$ cat src/rtl/phy_traffic_gen_pkg.sv
// Shared PHY traffic-generator types: pattern mode encodings and FSM states.
package phy_traffic_gen_pkg;

  typedef enum logic [1:0] {
    ModeCounter = 2'd0,
    ModePrbs    = 2'd1,
    ModeFixed   = 2'd2,
    ModeWalk    = 2'd3
  } mode_e;

  typedef enum logic [1:0] {
    StIdle = 2'd0,
    StSend = 2'd1,
    StGap  = 2'd2,
    StDone = 2'd3
  } state_e;

endpackage

$ cat src/rtl/prbs31_gen.sv
// Parallel PRBS31 (x^31 + x^28 + 1) generator, DATA_BUS_WIDTH bits per step.
// data is the word produced by stepping from the current state (or from the
// seed when load is high); load/advance commit that step into the state.
// The first generated bit lands in the MSB of data.
module prbs31_gen #(
  parameter int unsigned DATA_BUS_WIDTH = 32,
  parameter logic [31:0] PRBS_SEED      = 32'h0000_0001
) (
  input  logic                      clk,
  input  logic                      rst,
  input  logic                      load,
  input  logic                      advance,
  output logic [DATA_BUS_WIDTH-1:0] data
);

  logic [30:0] state_q;
  logic [30:0] lfsr;
  logic        fb;

  // Step the LFSR DATA_BUS_WIDTH times and collect the feedback bits.
  always_comb begin
    lfsr = load ? PRBS_SEED[30:0] : state_q;
    data = '0;
    fb   = 1'b0;
    for (int i = 0; i < int'(DATA_BUS_WIDTH); i++) begin
      fb   = lfsr[30] ^ lfsr[27];
      lfsr = {lfsr[29:0], fb};
      data = {data[DATA_BUS_WIDTH-2:0], fb};
    end
  end

  // State register; reset and load both return to the seed trajectory.
  always_ff @(posedge clk) begin
    if (rst) begin
      state_q <= PRBS_SEED[30:0];
    end else if (load || advance) begin
      state_q <= lfsr;
    end
  end

endmodule

$ cat src/rtl/phy_traffic_gen.sv
// PHY transmit traffic generator: bursts of counter / PRBS31 / fixed /
// walking-one words with a ready/enable handshake and optional idle gaps.
module phy_traffic_gen
  import phy_traffic_gen_pkg::*;
#(
  parameter int unsigned DATA_BUS_WIDTH = 32,
  parameter logic [31:0] PRBS_SEED      = 32'h0000_0001
) (
  input  logic                      clk,
  input  logic                      rst,
  input  logic                      start,
  input  logic                      stop,
  input  logic [1:0]                mode,
  input  logic [DATA_BUS_WIDTH-1:0] fixed_pattern,
  input  logic [15:0]               burst_len,
  input  logic [7:0]                gap_len,
  input  logic                      tx_ready,
  output logic [DATA_BUS_WIDTH-1:0] Data_in,
  output logic                      enable,
  output logic                      busy,
  output logic                      done,
  output logic [31:0]               word_count
);

  localparam logic [DATA_BUS_WIDTH-1:0] One = {{(DATA_BUS_WIDTH-1){1'b0}}, 1'b1};

  state_e                    state_q, state_d;
  mode_e                     mode_q, mode_d;
  logic [15:0]               burst_q, burst_d;
  logic [7:0]                gap_q, gap_d;
  logic [7:0]                gap_cnt_q, gap_cnt_d;
  logic                      stop_pend_q, stop_pend_d;
  logic [DATA_BUS_WIDTH-1:0] data_q, data_d;
  logic [31:0]               count_q, count_d;
  logic                      prbs_load, prbs_adv;
  logic [DATA_BUS_WIDTH-1:0] prbs_data;

  prbs31_gen #(
    .DATA_BUS_WIDTH (DATA_BUS_WIDTH),
    .PRBS_SEED      (PRBS_SEED)
  ) u_prbs (
    .clk     (clk),
    .rst     (rst),
    .load    (prbs_load),
    .advance (prbs_adv),
    .data    (prbs_data)
  );

  // Next-state, config latch and pattern sequencing.
  always_comb begin
    state_d     = state_q;
    mode_d      = mode_q;
    burst_d     = burst_q;
    gap_d       = gap_q;
    gap_cnt_d   = gap_cnt_q;
    stop_pend_d = stop_pend_q;
    data_d      = data_q;
    count_d     = count_q;
    prbs_load   = 1'b0;
    prbs_adv    = 1'b0;

    unique case (state_q)
      StIdle: begin
        if (start) begin
          state_d     = StSend;
          mode_d      = mode_e'(mode);
          burst_d     = burst_len;
          gap_d       = gap_len;
          count_d     = '0;
          stop_pend_d = 1'b0;
          prbs_load   = 1'b1;
          unique case (mode_e'(mode))
            ModeCounter: data_d = '0;
            ModePrbs:    data_d = prbs_data;
            ModeFixed:   data_d = fixed_pattern;
            ModeWalk:    data_d = One;
            default:     data_d = '0;
          endcase
        end
      end
      StSend: begin
        if (stop) stop_pend_d = 1'b1;
        if (tx_ready) begin
          count_d  = count_q + 32'd1;
          prbs_adv = (mode_q == ModePrbs);
          unique case (mode_q)
            ModeCounter: data_d = data_q + One;
            ModePrbs:    data_d = prbs_data;
            ModeFixed:   data_d = data_q;
            ModeWalk:    data_d = (data_q << 1) | (data_q >> (DATA_BUS_WIDTH - 1));
            default:     data_d = data_q;
          endcase
          // A stop seen this cycle or while the word was pending ends the burst now.
          if (((burst_q != 16'd0) && (count_d == {16'd0, burst_q})) || stop || stop_pend_q) begin
            state_d = StDone;
          end else if (gap_q != 8'd0) begin
            state_d   = StGap;
            gap_cnt_d = gap_q;
          end
        end
      end
      StGap: begin
        if (stop) begin
          state_d = StDone;
        end else if (gap_cnt_q <= 8'd1) begin
          state_d = StSend;
        end else begin
          gap_cnt_d = gap_cnt_q - 8'd1;
        end
      end
      StDone: state_d = StIdle;
      default: state_d = StIdle;
    endcase
  end

  // State registers; rst wins over any concurrent start/stop.
  always_ff @(posedge clk) begin
    if (rst) begin
      state_q     <= StIdle;
      mode_q      <= ModeCounter;
      burst_q     <= '0;
      gap_q       <= '0;
      gap_cnt_q   <= '0;
      stop_pend_q <= 1'b0;
      data_q      <= '0;
      count_q     <= '0;
    end else begin
      state_q     <= state_d;
      mode_q      <= mode_d;
      burst_q     <= burst_d;
      gap_q       <= gap_d;
      gap_cnt_q   <= gap_cnt_d;
      stop_pend_q <= stop_pend_d;
      data_q      <= data_d;
      count_q     <= count_d;
    end
  end

  // Outputs decode straight from registered state.
  always_comb begin
    Data_in    = data_q;
    enable     = (state_q == StSend);
    busy       = (state_q != StIdle);
    done       = (state_q == StDone);
    word_count = count_q;
  end

endmodule

$ cat config.mk
export PLATFORM = sky130hd
export DESIGN_NAME = phy_traffic_gen
export DESIGN_NICKNAME = d
export VERILOG_FILES = /design/src/rtl/phy_traffic_gen_pkg.sv /design/src/rtl/prbs31_gen.sv /design/src/rtl/phy_traffic_gen.sv
export SDC_FILE = /design/constraint.sdc
export NUM_CORES = 1
export LEC_CHECK = 0
export CORE_MARGIN = 4
export CORE_UTILIZATION = 30
export DETAILED_ROUTE_END_ITERATION = 10
export PLACE_DENSITY_LB_ADDON = 0.25
export SKIP_CTS_REPAIR_TIMING = 1
export SYNTH_ARGS = -nofsm -noshare
export SYNTH_HDL_FRONTEND = slang
export SYNTH_SLANG_ARGS = --single-unit
$ cat constraint.sdc
create_clock -name clk -period 4.1 [get_ports clk]
set_clock_uncertainty 0.05 [all_clocks]
set_input_delay 0.82 -clock clk [delete_from_list [all_inputs] [get_ports clk]]
set_output_delay 0.82 -clock clk [all_outputs]
set_load 0.05 [all_outputs]
==> metrics.md <==
| Metric | Value |
|---|---|
| Hold slack final | `433 ps` |
| Gate count of the mapped netlist | `1,161` |
| Post-synth top area share | `0.319` |
| Asr flop ratio synth | `0` |
| Max-slew headroom | `0.314` |
| Clock sink count | `132` |
| Yosys Warn Count | `0` |
| Most common flop cell mapped by yosys | `dfxtp_1` |
| Post-synthesis sequential area ratio | `0.319` |
| Largest net degree at the start of global routing | `115` |
| GR Util All Layers | `0.187` |
| Worst R2R Setup Slack | `490 ps` |
| Chip height | `174 um` |
| Die width | `174 um` |
| WP data required | `4400 ps` |
| Vias in the first global route | `8,222` |
| Crit Path Category | `reg -> reg` |
| Clock latency at the later pin of the worst-skew pair | `430 ps` |
| Initial antenna violation count | `0` |
| Total grt overflow | `0` |
| Max Root-Sink Buffers | `2` |
| Synth cell types | `71` |
| Clock slew seen by the registers of the worst setup and hold paths | `60 ps` |
| Dpl ws | `530 ps` |
| Final #Nets | `1,308` |
| CP Cell Sequence | `ha_1 > nand3_1 > or4_4 > nor4_1 > xor2_1 > a2111o_1 > nor4_2 > nand4bb_1 > buf_4 > a21o_1 > a21oi_1` |
| Via count | `8,798` |
| Cell chosen for the clock root | `clkbuf_16` |
| Tcrit/Tclk final | `0.881` |
| Synth area leaders | `dfxtp_1 32%, nand2_1 8.0%, a21oi_1 7.0%, nor2_1 6.7%, xor2_1 5.0%` |
| Largest area contributor in the netlist | `dfxtp_1` |
| Most used routing layer | `met2` |
| Final setup margin | `488 ps` |
| Ant diodes | `0` |
| Max-cap violations | `0` |
| Met2 global-route usage | `0.286` |
| Core area | `0.0271 sq mm` |
| Setup_tns | `0 ps` |
| CTS tree | `yes` |
| Crit path largest cell delay | `580 ps` |
| CTS H-Tree Depth | `4` |
| Synth-to-layout area growth | `26.0%` |
| WP data arrival | `3910 ps` |
| Most numerous cell in the Yosys netlist | `nand2_1` |
| RePlAce Congestion | `0.834` |
| Fraction of layout cells with a size suffix above 1 | `0.0608` |
| Hold Path Class | `reg -> reg` |
| Initial Util | `0.306` |
| FF+latch count, synth | `132` |
| Die ar. | `0.0304 sq mm` |
| Pleak | `3.57 nW` |
| Top post-synthesis cells by count | `177 x nand2_1, 147 x nor2_1, 132 x dfxtp_1, 116 x a21oi_1, 80 x clkbuf_1` |
| Fin. max-slew vios | `0` |
| Met1 usage | `0.273` |
| Pwr/cell area | `358 mW/mm^2` |
| Total wire length | `29,100 um` |
| Least-Margin Pin Slew | `1030 ps` |
| Peak supply drop | `0.290 mV` |
| DRC Markers | `0` |
| Max Freq | `0.277 GHz` |
| CTS Buf Count | `17` |
| Rows | `60` |
| CP max FO | `11` |
| Final ANT Viol Nets | `0` |
| Syn avg cell area | `7.15 sq um` |
| First DRT Iteration DRCs | `843` |
| EDFF count, synth | `0` |
| CP max stage cell | `or4_4` |
| Final setup fails | `0` |
| Syn Nets | `1,228` |
| Post-Synthesis Cell Area | `0.00830 sq mm` |
| First-pass DRT Iterations | `7` |
| Vias per inst | `5.42` |
| Wirelength per Cell | `18.0 um` |
| Min cycle time layout | `3610 ps` |
| Post-DP HPWL | `20,200 um` |
| CP endpoint kind | `register` |
| PortBufs | `129` |
| Ports | `130` |
| Status | `complete, no violations` |
| First-pass GRT wire length | `46,800 um` |
| M3 GR Usage | `0.0313` |
| RSZ-0062 raised after global routing | `false` |
| Crit path launch type | `register` |
| Endpoints failing hold | `0` |
critical path: cells and delay by family (launching register included):
kind / cells / cell delay [ps]
compound gates: 3 / 610
xor+xnor: 1 / 120
fa+ha+maj: 1 / 330
buf+inv: 1 / 220
flops: 1 / 460
simple gates: 5 / 1760
routing by layer:
metal,vias to the layer above,routed length (um)
met5,-,0
met4,0,604
met3,43,1490
met2,238,12900
met1,4179,14100
li1,4338,-
final timing paths:
| check | start | to | cells after the start |
|---|---|---|---|
| max | word_count[0]$_SDFFE_PP0P_ | gap_cnt_q[1]$_SDFFE_PP0P_ | 11 |
| max reg2reg | word_count[0]$_SDFFE_PP0P_ | gap_cnt_q[1]$_SDFFE_PP0P_ | 11 |
| min reg2reg | gap_q[1]$_SDFFE_PP0P_ | gap_q[1]$_SDFFE_PP0P_ | 2 |
| min | gap_q[1]$_SDFFE_PP0P_ | gap_q[1]$_SDFFE_PP0P_ | 2 |
final cells by class:
| type | count | area [sq um] |
|---|---|---|
| Clock inverter | 8 | 103 |
| Clock buffer | 21 | 480 |
| Sequential cell | 132 | 2640 |
| Tap cell | 372 | 465 |
| Inverter | 12 | 45.0 |
| Fill cell | 2843 | 16600 |
| Multi-Input combinational cell | 923 | 5230 |
| Timing Repair Buffer | 155 | 1500 |
flip-flops by register name, indices dropped and copies added (netlist names):
signal          flops
Data_in            32
word_count         32
u_prbs.state_q     31
burst_q            16
gap_cnt_q           8
gap_q               8
mode_q              2
state_q             2
stop_pend_q         1
report_power, final:
part / switching [mW] / internal [mW] / total [mW]
Clock: 0.596 / 0.948 / 1.54
Combinational: 0.489 / 0.279 / 0.768
Sequential: 0.0932 / 1.34 / 1.43
stage by stage:
| step | cells | area (sq um) | utilization | power (mW) |
|---|---|---|---|---|
| final | 1623 | 10500 | 0.386 | 3.75 |
| after global routing | 1623 | 10500 | 0.386 | 3.90 |
| after CTS | 1623 | 10500 | 0.386 | 3.77 |
| after detailed placement | 1594 | 9870 | 0.364 | 2.22 |
| after global placement | 1594 | 9870 | 0.364 | 2.22 |
| after floorplan | 1161 | 8300 | - | 1.93 |
cell families after synthesis:
family | share of synthesized area
adders and majority gates | 0.00603
xor gates and xnor gates | 0.0845
AOI/OAI and AO/OA | 0.253
and+or+nand+nor | 0.282
DFF | 0.319
buffers and inverters | 0.0525
muxes | 0.00392
placed cells by master, fill, tap and decap left out, types with 4 or more instances in the layout:
cell	count
a22oi_1	8
a21oi_1	116
inv_1	10
xnor2_1	33
nor2_1	147
a31oi_1	19
o21ai_0	66
nor4_1	22
nand2b_1	4
o211ai_1	21
buf_4	26
and3_1	14
nand3b_1	4
a221oi_1	13
a21o_1	4
a311oi_1	5
dfxtp_1	132
nand2_1	176
nand4_1	15
ha_1	4
o31ai_1	7
o311ai_0	6
nand3_1	40
clkbuf_16	17
a32o_1	6
clkbuf_8	4
nor3_1	43
a211oi_1	32
a221o_1	5
clkdlybuf4s50_1	128
or3_1	7
clkinvlp_4	5
xor2_1	47
Note: power is estimated with default switching activity, not from simulation.
